<file path="src/rtl/block_stream_gen.sv">
// block_stream_gen -- token-to-ASCII serializer feeding the block-nesting checker.
//
// Tokens (BEGIN, END, single-char WORD, SPACE) arrive over a valid/ready
// handshake. Each token is expanded into ASCII bytes followed by one trailing
// space, and one byte is emitted per clock on a registered output. The nesting
// depth and the balance verdict are tracked so that they match what the
// downstream checker is expected to conclude.
//
// Parameters:
//   DEPTH_W  width of the nesting-depth counter (saturates at all-ones)
//   UPPER    1 = keywords emitted as "BEGIN"/"END", 0 = "begin"/"end"
//
// Ports:
//   clk        system clock, rising edge
//   reset      asynchronous active-low reset
//   tok_valid  token offered
//   tok_ready  token can be accepted this cycle
//   tok_type   00 BEGIN, 01 END, 10 WORD, 11 SPACE
//   tok_char   character for WORD tokens
//   out        ASCII byte to the checker (registered; 8'h20 when idle)
//   out_valid  out carries a token byte
//   depth      current nesting depth
//   balanced   depth == 0 and no underflow seen
//   underflow  sticky: END emitted at depth 0
//   overflow   sticky: BEGIN at saturated depth
//   drop       one-cycle pulse when an unmatched END is swallowed
//
// Optional feature macro: BLOCK_GUARD_EN
//   defined   -> an END that would underflow is swallowed silently (drop pulses)
//   undefined -> that END is emitted and sets underflow; drop is tied low
module block_stream_gen #(
  parameter int DEPTH_W = 16,
  parameter int UPPER   = 0
) (
  input  logic               clk,
  input  logic               reset,
  input  logic               tok_valid,
  output logic               tok_ready,
  input  logic [1:0]         tok_type,
  input  logic [7:0]         tok_char,
  output logic [7:0]         out,
  output logic               out_valid,
  output logic [DEPTH_W-1:0] depth,
  output logic               balanced,
  output logic               underflow,
  output logic               overflow,
  output logic               drop
);

  localparam logic [1:0] T_BEGIN = 2'b00;
  localparam logic [1:0] T_END   = 2'b01;
  localparam logic [1:0] T_WORD  = 2'b10;

  localparam logic [0:0] ST_IDLE = 1'b0;
  localparam logic [0:0] ST_EMIT = 1'b1;

  // Keyword letters are stored as uppercase codes; OR-ing in 0x20 lowers them.
  localparam logic [7:0] CASE_BIT = (UPPER != 0) ? 8'h00 : 8'h20;
  localparam logic [7:0] SP       = 8'h20;

  function automatic logic [7:0] kw(input logic [7:0] uc);
    return uc | CASE_BIT;
  endfunction

  // Byte number i of a token, trailing space included.
  function automatic logic [7:0] tok_byte(input logic [1:0] t, input logic [7:0] c,
                                          input logic [2:0] i);
    logic [7:0] b;
    b = SP;
    case (t)
      T_BEGIN: begin
        case (i)
          3'd0:    b = kw(8'h42);
          3'd1:    b = kw(8'h45);
          3'd2:    b = kw(8'h47);
          3'd3:    b = kw(8'h49);
          3'd4:    b = kw(8'h4E);
          default: b = SP;
        endcase
      end
      T_END: begin
        case (i)
          3'd0:    b = kw(8'h45);
          3'd1:    b = kw(8'h4E);
          3'd2:    b = kw(8'h44);
          default: b = SP;
        endcase
      end
      T_WORD:  b = (i == 3'd0) ? c : SP;
      default: b = SP;
    endcase
    return b;
  endfunction

  // Index of the trailing space for each token type.
  function automatic logic [2:0] tok_last(input logic [1:0] t);
    logic [2:0] l;
    case (t)
      T_BEGIN: l = 3'd5;
      T_END:   l = 3'd3;
      T_WORD:  l = 3'd1;
      default: l = 3'd0;
    endcase
    return l;
  endfunction

  logic [0:0]         state;
  logic [2:0]         idx;
  logic [1:0]         cur_type;
  logic [7:0]         cur_char;
  logic               at_last;
  logic               accept;
  logic               start;
  logic [DEPTH_W-1:0] depth_nxt;
  logic               uf_nxt;
  logic               of_nxt;

  // idx always names the byte currently shown on out.
  assign at_last   = (state == ST_EMIT) && (idx == tok_last(cur_type));
  assign tok_ready = (state == ST_IDLE) || at_last;
  assign accept    = tok_valid && tok_ready;
  assign balanced  = (depth == '0) && !underflow;

  // Depth commits on the edge that retires a token's trailing space.
  always_comb begin
    depth_nxt = depth;
    uf_nxt    = underflow;
    of_nxt    = overflow;
    if (at_last) begin
      case (cur_type)
        T_BEGIN: begin
          if (&depth) of_nxt = 1'b1;
          else        depth_nxt = depth + DEPTH_W'(1);
        end
        T_END: begin
          if (depth == '0) uf_nxt = 1'b1;
          else             depth_nxt = depth - DEPTH_W'(1);
        end
        default: ;
      endcase
    end
  end

`ifdef BLOCK_GUARD_EN
  logic swallow;
  logic drop_q;

  // depth_nxt already includes any BEGIN retiring on this edge, so a BEGIN
  // still in flight keeps the following END from being swallowed.
  assign swallow = accept && (tok_type == T_END) && (depth_nxt == '0);
  assign start   = accept && !swallow;
  assign drop    = drop_q;

  always_ff @(posedge clk or negedge reset) begin
    if (!reset) drop_q <= 1'b0;
    else        drop_q <= swallow;
  end
`else
  assign start = accept;
  assign drop  = 1'b0;
`endif

  // Output byte register stage
  always_ff @(posedge clk or negedge reset) begin
    if (!reset) begin
      state     <= ST_IDLE;
      idx       <= 3'd0;
      cur_type  <= 2'b00;
      cur_char  <= 8'h00;
      out       <= SP;
      out_valid <= 1'b0;
      depth     <= '0;
      underflow <= 1'b0;
      overflow  <= 1'b0;
    end else begin
      depth     <= depth_nxt;
      underflow <= uf_nxt;
      overflow  <= of_nxt;
      if (start) begin
        state     <= ST_EMIT;
        idx       <= 3'd0;
        cur_type  <= tok_type;
        cur_char  <= tok_char;
        out       <= tok_byte(tok_type, tok_char, 3'd0);
        out_valid <= 1'b1;
      end else if ((state == ST_EMIT) && !at_last) begin
        idx <= idx + 3'd1;
        out <= tok_byte(cur_type, cur_char, idx + 3'd1);
      end else begin
        state     <= ST_IDLE;
        idx       <= 3'd0;
        out       <= SP;
        out_valid <= 1'b0;
      end
    end
  end

endmodule

</file>
<file path="config.mk">
export PLATFORM = sky130hd
export DESIGN_NAME = block_stream_gen
export DESIGN_NICKNAME = d
export VERILOG_FILES = /design/src/rtl/block_stream_gen.sv
export SDC_FILE = /design/constraint.sdc
export NUM_CORES = 1
export LEC_CHECK = 0
export CAP_MARGIN = 10
export CORE_AREA = 2 2 77 79
export CTS_CLUSTER_SIZE = 8
export DETAILED_ROUTE_END_ITERATION = 8
export DIE_AREA = 0 0 79 81
export PLACE_DENSITY = 0.74
export SYNTH_ARGS = -nofsm -noshare
export SYNTH_HDL_FRONTEND = slang
export SYNTH_SLANG_ARGS = --single-unit
</file>
<file path="constraint.sdc">
create_clock -name clk -period 2.75 [get_ports clk]
set_input_delay 0.55 -clock clk [delete_from_list [all_inputs] [get_ports clk]]
set_output_delay 0.55 -clock clk [all_outputs]
set_load 0.02 [all_outputs]
</file>
; Yosys cells after proc, flatten, opt, wreduce, memory -nomap -nowiden
; Index checks and enable logic that the tools add are counted.
[op_classes]
addsub = 3
eq_ne = 12
muxes = 15
bitwise = 1
n_reduce_logical = 16
[ops]
columns = cell, n
row1 = 8-bit case mux with 3 select lines, 2
row2 = 7-bit case mux with 5 select lines, 1
row3 = 16-bit two-way mux, 2
row4 = 16-bit case mux with 2 select lines, 1
row5 = 8-bit two-way mux, 3
row6 = 7-bit case mux with 3 select lines, 1
row7 = 18-bit AND reduction, 1
row8 = "16-bit by 1-bit adder with 16-bit output, second input constant", 1
row9 = 16-bit logical NOT, 1
row10 = 16-bit AND reduction, 1
row11 = "16-bit by 1-bit subtractor with 16-bit output, second input constant", 1
row12 = 3-bit case mux with 3 select lines, 1
row13 = "3-bit by 2-bit equality test with 1-bit output, second input constant", 2
row14 = 3-bit two-way mux, 2
row15 = "2-bit != test, second input constant", 3
row16 = "2-bit by 1-bit equality test with 1-bit output, second input constant", 2
row17 = "2-bit equality test, second input constant", 2
row18 = 1-bit logical AND, 4
row19 = 2-bit logical NOT, 2
row20 = 4-bit AND reduction, 1
row21 = "3-bit by 1-bit adder with 3-bit output, second input constant", 1
row22 = "3-bit by 1-bit equality test with 1-bit output, second input constant", 1
row23 = 3-bit equality test, 1
row24 = "3-bit equality test, second input constant", 1
row25 = 7 further kinds, 9
[word_totals]
register_bits = 40

; Logic depth before layout (Yosys ltp)
[depth]
depth_word = 8
depth_mapped = 10
mapped_depth_nobuf = 9

; Least setup slack after synthesis
; No wires, ideal clock.
[synth_timing]
path_kind = register to register
from = register cur_type[0]
to = register depth[12]
setup_ps = 136
arrival_time_ps = 2492
required_ps = 2614
setup_slack_ps = 122
stages_incl_launch_ff = 11
path_buffers = 1
cell_sequence = dfrtp_1 > buf_4 > nand2b_1 > inv_1 > ha_1 > nor2b_1 > o31a_1 > o2bb2ai_2 > o21ai_1 > a2111oi_0 > o31ai_2
[synth_via]
elab_chain_cells = 5
word_cells_on_any_way = 11
classes_between = eq/ne (5) / mux (2) / reduce/logical (4)
[synth_rtl]
columns = element, line
row1 = start: declaration, 109  ; logic [1:0] cur_type;
row2 = start signal: assignment, 182  ; cur_type <= tok_type;
row3 = "2-bit equality test, or another cell as far along", 98  ; case (t)
row4 = 3-bit case mux with 3 select lines, 98
row5 = 3-bit equality test, 119  ; assign at_last = (state == ST_EMIT) && (idx == tok_last(cur_type));
row6 = 1-bit logical AND, 119
row7 = 4-bit AND reduction (no line), -
row8 = end signal: assignment, 176  ; depth <= depth_nxt;
row9 = end: declaration, 43  ; output logic [DEPTH_W-1:0] depth,
; Parallel ways exist; a longest one is shown, timed or not.
; A chain may end at the register's enable or synchronous reset.

; Final worst setup path
[layout_timing]
from = register depth[11]
to = output balanced
[layout_via]
elab_chain_cells = 2
[layout_rtl]
columns = element, line
row1 = 16-bit logical NOT, 122  ; assign balanced = (depth == '0) && !underflow;
row2 = 1-bit logical AND, 122
row3 = end: declaration, 44  ; output logic balanced,
; Every way passes these cells.

==> flow_summary.ini <==
[floorplanning]
die_area_um2 = 6400
die_y_um = 81
chipWidth_um = 79
floorplan.rows = 28
core_um2 = 5680
initial_core_util_pct = 45.1
pin_count = 43

[placed_design]
placed_area_um2 = 3070
dp_cells = 389
pre_cts_ws_ns = 0.126
portBuffers = 41
place_congestion = 0.926
place_hpwl_um = 4450

[global_routing]
grt_pass1_wl_um = 9760
grt_overflow = 0
antenna_found_initial = 0
grt_usage_pct = 19.3
grt_pass1_vias = 2146
grt_max_degree = 41

[clocking]
clock-sinks = 40
clk_latency_ns = 0.29
clock_path_buffers = 2
cts_tree = yes
holdBufCountCts = 0
clock-root-buffer = clkbuf_8
h-tree-depth = 2
clk_pin_slew_ns = 0.08
cts_inserted_buffers = 5

[cells_and_area]
fin_area_um2 = 3210
drive_gt1_share_pct = 10.2
antennaDiodeCount = 0
fin_nets = 357
fin_util_pct = 56.5
syn2layout_area_growth_pct = 25.3
layout.cells.non_filler = 399

[routing]
wl_per_cell_um = 14.5
viasPerCell = 5.46
ant_nets = 0
drt_pass1_iterations = 4
drc_errors = 0
drt-total-wl_um = 5790
drtIter0Drc = 119
via_count = 2180

[setup_path]
rr_worst_depth = 10
arrival_ns = 2.11
required_ns = 2.20
reg2reg_to = depth[15]
crit_path_start_kind = flip-flop
r2r_start = cur_type[1]
end_kind = primary output
cp_max_fo = 5
path_class = flip-flop to primary output
rrSetupSlack_ns = 0.22

[sta]
max_slew_margin_pct = 40.8
min_period_ns = 2.66
finalHoldViolations = 0
worst_slew_pin_slew_ns = 0.888
fin_skew_ns = 0.00353
max_freq_ghz = 0.376
setup_slack_ns = 0.0880
setup_violations = 0
holdWs_ns = 0.377
maxSlewViolCount = 0
tns_ns = 0
period_share_pct = 96.8

[outcome]
status = complete, no violations

[power]
finalPower_mw = 3.95
p_switching_mw = 1.80
pwr_density_cell_nw_per_um2 = 1230
irDropWorstVdd_v = 0.000580
clkPwrFrac_pct = 12.0
p_comb_share_pct = 60.5
cellInternalPower_mw = 2.16
swShare_pct = 45.4
p_leak_nw = 1.42
seq_power_share_pct = 27.5

[synth]
synth_edf_count = 0
synth_ff_type = dfrtp_1
ys_seq_area_share_pct = 39.1
synth_largest_area_cell = dfrtp_1
syn_area_um2 = 2560
synth_cell_types = 58
postSynthAreaPerCell_um2 = 9.41
ys_ff_latch = 40
yosysMostFrequentCell = dfrtp_1
synth_top_area_share_pct = 38.1
netlist_top_cells_area = dfrtp_1 (38%), ha_1 (9.8%), a21oi_1 (4.7%)
ys_async_sr_fraction_pct = 100
syn-num-nets = 306
syn_inst = 272
yosysWarningCount = 0
synth_common_cells = dfrtp_1 (39), nand2_1 (27), a21oi_1 (24), ha_1 (20), inv_1 (17)

[job]
cap_viol_max_count = 0

[hold_path]
hold_class = input pin to async pin
## cell usage in the layout (no fill, tap or decap), types with 2 or more instances in the layout
cell type / count
a21o_1: 2
a21oi_1: 24
a22o_1: 2
and2_1: 2
and3_1: 2
buf_4: 11
clkbuf_8: 5
clkdlybuf4s50_1: 39
dfrtp_1: 39
ha_1: 20
inv_1: 16
inv_2: 2
mux2_1: 7
nand2_1: 27
nand2b_1: 3
nand3_1: 2
nand4_1: 8
nor2_1: 15
nor2b_1: 2
nor3_1: 3
nor3b_1: 2
nor4_1: 5
o211ai_1: 2
o21a_1: 4
o21ai_0: 11
o21ai_1: 14
o22ai_1: 6
o31ai_1: 5
xnor2_1: 5
xor2_1: 6
## routing by layer
layer | GRT usage, % | vias up | part of all wire (%)
met1 | 22.3 | 1011 | 42
met3 | 3.44 | 12 | 4.7
li1 | - | 1099 | -
met5 | 0 | - | 0
met2 | 35.4 | 58 | 51
met4 | 7.76 | 0 | 2.6
## flip-flops by register name, summed over array words and instances (netlist names)
register,cells
depth,16
cur_char,8
out,8
idx,3
cur_type,2
overflow,1
state,1
underflow,1
## critical path: stages, from the launching register on
cell and delay, ns:
dfrtp_1 0.45, nor4_1 0.36, nand4_1 0.25, nor2_1 0.15
clkdlybuf4s50_1 0.61
## area by class of cell
class                      count  area [µm²]
fill                         534        2470
tap                           75        93.8
timing repair buffer          52         490
clock buffer                   6        72.6
sequential                    40        1000
multi-input combinational    206        1450
inverter                      18        67.6
clock inverter                 2        35.0
## power groups by stage
stage               combinational, mW  sequential, mW  clock, mW
detailed placement               2.37            1.09          0
finish                           2.39            1.09      0.473
CTS                              2.38            1.09      0.492
floorplan                        1.52            1.20          0
global route                     2.65            1.12      0.514
global placement                 2.31            1.09          0
## worst max path at each step
| stage | slack, ns | to | depth (start not counted) | startpoint |
|---|---|---|---|---|
| after global placement | 0.28 | depth[15] | 10 | cur_type[1] |
| final | 0.09 | balanced | 4 | depth[11] |
| after floorplan | 0.12 | depth[12] | 10 | cur_type[0] |
| after detailed placement | 0.13 | depth[12] | 9 | cur_type[1] |
| after CTS | 0.03 | tok_ready | 5 | cur_type[0] |
| after global routing | -0.002 | balanced | 4 | depth[3] |
## repair_timing
action                                  4_1_cts  5_1_grt
endpoints found under the setup margin        0        4
gates resized for setup                       0        4
buffers inserted                              0        2
## cell families after synthesis
group / after synthesis / synth area share (%)
adder cells (fa/ha/maj): 21 / 10.6
XOR/XNOR: 11 / 3.76
flip-flops: 40 / 39.1
AND/OR/NAND/NOR: 74 / 14.2
buffers and inverters: 26 / 4.98
other: 1 / 0.146
multiplexers: 8 / 3.47
AO/OA/AOI/OAI: 91 / 23.7
Power figures use the tool's default switching activity.
